[src/rtl/i2s_clkctrl.sv]
// I2S clock-generator sequencer: applies config/stop only at frame boundaries plus a fixed gap.
// Optional drain watchdog enabled by defining I2S_CLKCTRL_TMO_EN.
module i2s_clkctrl #(
    parameter int unsigned DIV_WIDTH     = 8,
    parameter int unsigned GAP_CYCLES    = 4,
    parameter int unsigned FRM_CNT_WIDTH = 16
) (
    input  logic                     clk_i,
    input  logic                     rst_i,
    input  logic                     req_en_i,
    input  logic                     cfg_vld_i,
    output logic                     cfg_rdy_o,
    input  logic                     cfg_pol_i,
    input  logic [1:0]               cfg_chm_i,
    input  logic [1:0]               cfg_chl_i,
    input  logic [DIV_WIDTH-1:0]     cfg_div_i,
    input  logic                     ws_i,
    output logic                     gen_en_o,
    output logic                     gen_pol_o,
    output logic [1:0]               gen_chm_o,
    output logic [1:0]               gen_chl_o,
    output logic [DIV_WIDTH-1:0]     gen_div_o,
    output logic                     busy_o,
    output logic                     frm_tick_o,
    output logic [FRM_CNT_WIDTH-1:0] frm_cnt_o,
    output logic                     tmo_o
);

    typedef enum logic [1:0] {
        ST_IDLE,
        ST_RUN,
        ST_DRAIN,
        ST_GAP
    } state_t;

    localparam logic [7:0] GAP_LOAD = 8'(GAP_CYCLES - 1);

    state_t                   state_q, state_d;
    logic                     ws_q;
    logic                     en_q, en_d;
    logic                     pol_q, pol_d;
    logic [1:0]               chm_q, chm_d;
    logic [1:0]               chl_q, chl_d;
    logic [DIV_WIDTH-1:0]     div_q, div_d;
    logic                     pend_q, pend_d;
    logic                     ppol_q, ppol_d;
    logic [1:0]               pchm_q, pchm_d;
    logic [1:0]               pchl_q, pchl_d;
    logic [DIV_WIDTH-1:0]     pdiv_q, pdiv_d;
    logic [7:0]               gap_q, gap_d;
    logic                     tick_q, tick_d;
    logic [FRM_CNT_WIDTH-1:0] cnt_q, cnt_d;

    logic mono;
    logic ws_edge;
    logic fb;
    logic accept;
    logic wd_fire;

`ifdef I2S_CLKCTRL_TMO_EN
    logic [15:0] wd_q, wd_d;
    logic        tmo_q, tmo_d;

    assign wd_fire = (wd_q == '0);
    assign tmo_o   = tmo_q;
`else
    assign wd_fire = 1'b0;
    assign tmo_o   = 1'b0;
`endif

    // Mono modes have no useful WS edge, so DRAIN ends on its first cycle.
    assign mono    = (chm_q == 2'd1) || (chm_q == 2'd2);
    assign ws_edge = ((state_q == ST_RUN) || (state_q == ST_DRAIN)) &&
                     (ws_q == pol_q) && (ws_i == ~pol_q);
    assign fb      = mono ? (state_q == ST_DRAIN) : ws_edge;

    assign cfg_rdy_o = (state_q == ST_IDLE) || ((state_q == ST_RUN) && !pend_q);
    assign busy_o    = (state_q != ST_IDLE);
    assign accept    = cfg_vld_i && cfg_rdy_o;

    always_comb begin
        state_d = state_q;
        en_d    = en_q;
        pol_d   = pol_q;
        chm_d   = chm_q;
        chl_d   = chl_q;
        div_d   = div_q;
        pend_d  = pend_q;
        ppol_d  = ppol_q;
        pchm_d  = pchm_q;
        pchl_d  = pchl_q;
        pdiv_d  = pdiv_q;
        gap_d   = gap_q;
        tick_d  = !mono && ws_edge;
        cnt_d   = cnt_q + {{(FRM_CNT_WIDTH-1){1'b0}}, tick_d};
`ifdef I2S_CLKCTRL_TMO_EN
        wd_d    = wd_q;
        tmo_d   = tmo_q;
`endif
        unique case (state_q)
            ST_IDLE: begin
                if (accept) begin
                    pol_d = cfg_pol_i;
                    chm_d = cfg_chm_i;
                    chl_d = cfg_chl_i;
                    div_d = cfg_div_i;
                end
                if (req_en_i) begin
                    en_d    = 1'b1;
                    state_d = ST_RUN;
`ifdef I2S_CLKCTRL_TMO_EN
                    tmo_d   = 1'b0;
`endif
                end
            end
            ST_RUN: begin
                if (accept) begin
                    ppol_d  = cfg_pol_i;
                    pchm_d  = cfg_chm_i;
                    pchl_d  = cfg_chl_i;
                    pdiv_d  = cfg_div_i;
                    pend_d  = 1'b1;
                    state_d = ST_DRAIN;
                end else if (!req_en_i) begin
                    state_d = ST_DRAIN;
                end
`ifdef I2S_CLKCTRL_TMO_EN
                if (state_d == ST_DRAIN) wd_d = '1;
`endif
            end
            ST_DRAIN: begin
                if (fb || wd_fire) begin
                    en_d = 1'b0;
                    if (pend_q) begin
                        pol_d  = ppol_q;
                        chm_d  = pchm_q;
                        chl_d  = pchl_q;
                        div_d  = pdiv_q;
                        pend_d = 1'b0;
                    end
                    gap_d   = GAP_LOAD;
                    state_d = ST_GAP;
`ifdef I2S_CLKCTRL_TMO_EN
                    if (!fb) tmo_d = 1'b1;
                end else begin
                    wd_d = wd_q - 16'd1;
`endif
                end
            end
            ST_GAP: begin
                if (gap_q == '0) begin
                    if (req_en_i) begin
                        en_d    = 1'b1;
                        state_d = ST_RUN;
                    end else begin
                        state_d = ST_IDLE;
                    end
                end else begin
                    gap_d = gap_q - 8'd1;
                end
            end
            default: state_d = ST_IDLE;
        endcase
    end

    always_ff @(posedge clk_i or posedge rst_i) begin
        if (rst_i) begin
            state_q <= ST_IDLE;
            ws_q    <= 1'b0;
            en_q    <= 1'b0;
            pol_q   <= 1'b0;
            chm_q   <= '0;
            chl_q   <= '0;
            div_q   <= '0;
            pend_q  <= 1'b0;
            ppol_q  <= 1'b0;
            pchm_q  <= '0;
            pchl_q  <= '0;
            pdiv_q  <= '0;
            gap_q   <= '0;
            tick_q  <= 1'b0;
            cnt_q   <= '0;
`ifdef I2S_CLKCTRL_TMO_EN
            wd_q    <= '1;
            tmo_q   <= 1'b0;
`endif
        end else begin
            state_q <= state_d;
            ws_q    <= ws_i;
            en_q    <= en_d;
            pol_q   <= pol_d;
            chm_q   <= chm_d;
            chl_q   <= chl_d;
            div_q   <= div_d;
            pend_q  <= pend_d;
            ppol_q  <= ppol_d;
            pchm_q  <= pchm_d;
            pchl_q  <= pchl_d;
            pdiv_q  <= pdiv_d;
            gap_q   <= gap_d;
            tick_q  <= tick_d;
            cnt_q   <= cnt_d;
`ifdef I2S_CLKCTRL_TMO_EN
            wd_q    <= wd_d;
            tmo_q   <= tmo_d;
`endif
        end
    end

    assign gen_en_o   = en_q;
    assign gen_pol_o  = pol_q;
    assign gen_chm_o  = chm_q;
    assign gen_chl_o  = chl_q;
    assign gen_div_o  = div_q;
    assign frm_tick_o = tick_q;
    assign frm_cnt_o  = cnt_q;

endmodule

[config.mk]
export PLATFORM = sky130hd
export DESIGN_NAME = i2s_clkctrl
export DESIGN_NICKNAME = d
export VERILOG_FILES = /design/src/rtl/i2s_clkctrl.sv
export SDC_FILE = /design/constraint.sdc
export NUM_CORES = 1
export LEC_CHECK = 0
export CORE_ASPECT_RATIO = 1.75
export CORE_MARGIN = 4
export CORE_UTILIZATION = 45
export DETAILED_ROUTE_END_ITERATION = 6
export DONT_BUFFER_PORTS = 1
export PLACE_DENSITY_LB_ADDON = 0.25
export SLEW_MARGIN = 20
export SYNTH_ARGS = -nofsm -noshare
export SYNTH_HDL_FRONTEND = slang
export SYNTH_SLANG_ARGS = --single-unit
[constraint.sdc]
create_clock -name clk_i -period 2.32 [get_ports clk_i]
set_input_delay 0.116 -clock clk_i [delete_from_list [all_inputs] [get_ports clk_i]]
set_output_delay 0.116 -clock clk_i [all_outputs]
set_load 0.03 [all_outputs]
Word-level counts from Yosys, hierarchy flattened
Cells that the tools add are included.

word-level totals
  input bits = 18
  output and inout bits = 34
  flip-flop bits (word level) = 56

cells by class
  muxes and demuxes = 33
  equality and inequality tests = 15
  reduce and logical (&&, ||, !) cells = 23
  add/subtract/negate cells = 2
  bitwise gates (word level) = 1

operators by type and width
  operator                                          count
  2-to-1 mux 8 bit                                  5
  case mux 8 bit (2 select lines)                   2
  2-to-1 mux 2 bit                                  11
  adder 16 x 1 -> 16 bit                            1
  inequality test 2 bit, second input constant      7
  2-to-1 mux 1 bit                                  9
  AND reduction 3 bit                               3
  logical NOT 8 bit                                 1
  case mux 2 bit (2 select lines)                   2
  case mux 2 bit (4 select lines)                   1
  AND reduction 4 bit                               2
  nonzero test 2 bit                                4
  subtractor 8 x 1 -> 8 bit, second input constant  1
  == test 2 bit, second input constant              3
  logical AND 1 bit                                 5
  == test 2 x 1 -> 1 bit, second input constant     2
  case mux 1 bit (2 select lines)                   2
  logical OR 1 bit                                  3
  inequality test 3 bit, second input constant      1
  case mux 1 bit (3 select lines)                   1
  nonzero test 3 bit                                1
  == test 1 bit                                     2
  logical NOT 1 bit                                 2
  logical NOT 2 bit                                 1
  2 further kinds                                   2

Logic depth before layout (Yosys ltp)
  depth after elaboration = 7
  gate-level depth with buffers = 11
  mapped depth without buffers = 11

Worst setup path after synthesis
OpenSTA, ideal clock, no wires.

  path type = register to register
  start point = register state_q[0]
  end point = register cnt_q[13], in the netlist frm_cnt_o[13]
  clock period less this slack = 2,352 ps
  stages on the path, launching flop included = 12
  path slack = -32 ps
  data arrival time = 2,219 ps
  required time = 2,187 ps
  setup time = 133 ps
  buffers on the path = 0
  cells stage by stage = dfrtp_1 > inv_1 > ha_1 > and4bb_2 > nor2_1 > nor2_1 > ha_1 > and4_1 > nand4_1 > nor2_1 > nand3_1 > xnor2_1

between the ends
  cells in the longest elaborated chain, start to end = 6

RTL lines
  what                                                     line  RTL
  from (decl)                                              38    state_t state_q, state_d;
  from (signal assigned)                                   188   state_q <= state_d;
  == test 2 x 1 -> 1 bit or == test 2 bit (tied branches)  73    assign ws_edge = ((state_q == ST_RUN) || (state_q == ST_DRAIN)) &&
  logical OR 1 bit *                                       73
  logical AND 1 bit *                                      73
  logical AND 1 bit *                                      74    (ws_q == pol_q) && (ws_i == ~pol_q);
  logical AND 1 bit *                                      94    tick_d = !mono && ws_edge;
  named net tick_d                                         51    logic tick_q, tick_d;
  adder 16 x 1 -> 16 bit *                                 95    cnt_d = cnt_q + {{(FRM_CNT_WIDTH-1){1'b0}}, tick_d};
  named net cnt_d[13]                                      52    logic [FRM_CNT_WIDTH-1:0] cnt_q, cnt_d;
  to (signal assigned)                                     202   cnt_q <= cnt_d;
  to (decl)                                                52

Mark *: on every way through the listed nets, which the timed path passes. The rest lies on a longest branch.
A chain may end at the register's enable or synchronous reset.

Final worst setup path
  start point = register state_q[0]
  end point = register cnt_q[15], in the netlist frm_cnt_o[15]

The elaborated chain is that of the path after synthesis.

==> metrics.md <==
| Metric | Value |
|---|---|
| Status | `finished, violations left` |
| Failing checks | `setup timing` |
| Pin count of the biggest net entering global routing | `27` |
| RSZ-0062 raised after global routing | `true` |
| Layout cells sized above 1 | `0.248` |
| FFs w/ async S/R, synth | `1.00` |
| Combinational power share | `0.443` |
| Worst EP required | `2.52 ns` |
| Synth Net Count | `between 200 and 300` |
| Root Driver | `clkbuf_8` |
| Area after DPL | `roughly 3000 um^2` |
| Period Utilization, post-route | `1.00` |
| Startpoint types | `flip-flop` |
| Commonest non-fill, non-tap cell in the layout | `dfrtp_1` |
| Yosys cell types | `between 40 and 50` |
| Fin crit period | `2.33 ns` |
| Starting Density | `0.462` |
| #FFs+latches synth | `56` |
| Data arrival, critical path | `2.53 ns` |
| Reg area | `1400 um^2` |
| Final WL | `around 5800 um` |
| Sum Neg Setup Slack | `-0.0170 ns` |
| Clk buf depth | `2` |
| Worst Setup SP | `state_q[0]$_DFFE_PP0P_` |
| Reg power frac | `0.415` |
| Final Setup Violations | `2` |
| First-pass detailed-route iteration total | `4` |
| Endpoints failing hold | `0` |
| GP Congestion | `~0.80` |
| Ys flop type | `dfrtp_1` |
| Global-route wire length before repair | `9910 um` |
| Mapped Cells | `238` |
| Antenna violations before repair | `0` |
| Core Box Area | `5880 um^2` |
| Die Height | `111 um` |
| Area grow syn2layout | `22.6%` |
| Cts bufs inserted | `5` |
| Fin. max-slew vios | `0` |
| Pint | `2.64 mW` |
| Via count of the first global-routing pass | `approximately 2100` |
| Inst Count DP | `roughly 330` |
| H-tree levels | `2` |
| Worst Path Max Fanout | `3` |
| Post-synth EDFFs | `0` |
| Leak | `between 1 and 1.5 nW` |
| Kind of critical path | `flip-flop to flip-flop` |
| CTS tree | `built` |
| CP Capture Point | `frm_cnt_o[15]$_DFF_PP0_` |
| Clock Latency Late Sink | `0.32 ns` |
| Max Clock Skew | `0.00506 ns` |
| Max cap viols | `0` |
| Diodes inserted | `0` |
| Post-synthesis sequential area ratio | `0.516` |
| Worst vdd ir | `0.000961 V` |
| Total global-route track usage | `0.172` |
| Gr ovfl total | `0` |
| Syn Area/Cell | `~11 um^2` |
| Non-Filler Instances | `360` |
| FILL cells | `531` |
| Placed wire-length estimate | `4070 um` |
| Hold Startpoint | `cfg_div_i[3]` |
| HP Class | `input port to flip-flop` |
| Fin area | `between 3000 and 4000 um^2` |
| Min Hold Slack | `0.00606 ns` |
| Port Buffer Count | `0` |
| RR Endpoint | `frm_cnt_o[15]$_DFF_PP0_` |
| IO Pins | `52` |
| Clk network pwr share | `0.142` |
| Multi-input logic area | `roughly 1300 um^2` |
| DIE WIDTH | `around 67 um` |
| DR vias | `1903` |
| Mapped Area | `about 2700 um^2` |
| Synth warnings | `0` |
| R2R setup slack | `-0.01 ns` |
| Fmax | `429 MHz` |
| Vias/cell | `5.29` |
| Rows | `37` |
| Slew @ Worst Pin | `0.741 ns` |
| Slack of the critical path | `-0.0110 ns` |
| CP endpoint kind | `flip-flop` |
| Cell Pwr Density | `1390 nW/um^2` |
| Die area | `7390 um^2` |
| DR WL/cell | `16.2 um` |
| Clock slew at reported path FFs | `0.10 ns` |
| NetSw | `around 2 mW` |
| Most frequent cells in the layout | `dfrtp_1, nor2_1, buf_4` |
| Reg2reg path depth | `11` |
| Routed Antenna Nets | `0` |
| Switching part of the total | `0.430` |
| DRC viols | `0` |
| Number of clock sinks | `56` |
| Nets | `about 310` |
| Max-slew headroom | `0.502` |
| R2r startpoint | `state_q[0]$_DFFE_PP0P_` |
| First-iteration detailed-routing DRC count | `78` |
cell families (layout without fill, tap and decap cells):
kind of cell	after synthesis	after routing	synth area share
and+or+nand+nor	74	74	0.150
DFF	56	56	0.516
AOI/OAI and AO/OA	35	35	0.0904
muxes	27	27	0.106
xor gates and xnor gates	21	21	0.0705
buffers and inverters	15	59	0.0240
adders and majority gates	9	9	0.0415
other	1	1	0.00138
critical path, cell delays in order (launching register included):
cell and delay, ns:
dfrtp_1 0.38, inv_2 0.06, ha_4 0.27, and4b_1 0.25
nor2_2 0.07, nor2_2 0.12, ha_2 0.22, and4_4 0.23
nand4_1 0.15, nor2_2 0.20, nand3_1 0.12, xnor2_1 0.15
per-stage QoR:
step / power [mW] / util / setup slack [ns]
floorplan: 3.26 / - / 0.00826
global placement: 3.77 / 0.501 / -0.0616
detailed placement: 3.83 / 0.501 / -0.141
CTS: 4.59 / 0.556 / -0.0301
global route: 4.98 / 0.566 / -0.161
finish: 4.63 / 0.566 / -0.0110
cell type report:
type,count,area share
clock inverter,3,0.0139
inverter,9,0.0102
clock buffer,5,0.0207
timing repair buffer,42,0.107
sequential,56,0.421
multi-input combinational,167,0.398
tap,78,0.0293
sequential cells by signal (all words and copies together) (netlist names), 8 cells and up:
name	flops
frm_cnt_o	16
gen_div_o	8
pdiv_q	8
gap_q	8
metal layers:
metal | GRT usage | up-vias | share of wire
met5 | 0 | - | 0
met4 | 0.0529 | 0 | 0.015
met3 | 0.0385 | 7 | 0.047
met2 | 0.315 | 43 | 0.57
met1 | 0.189 | 942 | 0.36
li1 | - | 911 | -
cells in the mapped netlist (2+ instances only):
| cell type | number | area, um^2 |
|---|---|---|
| nor2_1 | 32 | 120 |
| nand3_1 | 6 | 30.0 |
| and2_1 | 2 | 12.5 |
| inv_1 | 9 | 33.8 |
| xnor2_1 | 14 | 123 |
| dfrtp_1 | 56 | 1400 |
| nor3_1 | 5 | 25.0 |
| a211oi_1 | 2 | 15.0 |
| ha_1 | 9 | 113 |
| mux2_2 | 13 | 146 |
| nand2_1 | 10 | 37.5 |
| xor2_1 | 6 | 52.6 |
| buf_2 | 4 | 20.0 |
| a211o_1 | 2 | 17.5 |
| o21ai_0 | 4 | 20.0 |
| nand4_1 | 3 | 18.8 |
| or3_1 | 2 | 12.5 |
| a21oi_1 | 17 | 85.1 |
| nor4_4 | 2 | 42.5 |
| o31ai_1 | 2 | 15.0 |
| mux2i_1 | 14 | 140 |
how the worst min path moves through the flow:
stage,endpoint,cells past startpoint
floorplan,ws_q$_DFF_PP0_,0
global placement,gap_q[4]$_DFFE_PP0P_,1
detailed placement,gap_q[4]$_DFFE_PP0P_,1
CTS,gen_en_o$_DFFE_PP0P_,2
global route,gen_div_o[6]$_DFFE_PP0P_,2
finish,gen_div_o[3]$_DFFE_PP0P_,2
power by group through the flow:
stage                     Clock (mW)  Sequential, mW  Combinational (mW)
after global routing           0.715            1.97                2.29
final                          0.657            1.92                2.05
after CTS                      0.677            1.92                1.99
after detailed placement           0            1.93                1.90
after global placement             0            1.92                1.85
after floorplan                    0            1.91                1.34
what timing repair did:
action | in CTS | in global routing
buffers inserted | 3 | 1
hold buffers | 15 | 1
endpoints found under the setup margin | 20 | 18
hold endpoints to repair | 30 | 1
resized for setup | 10 | 6
pin swaps | 7 | 5
No activity file was read; power rests on OpenSTA's default activity.
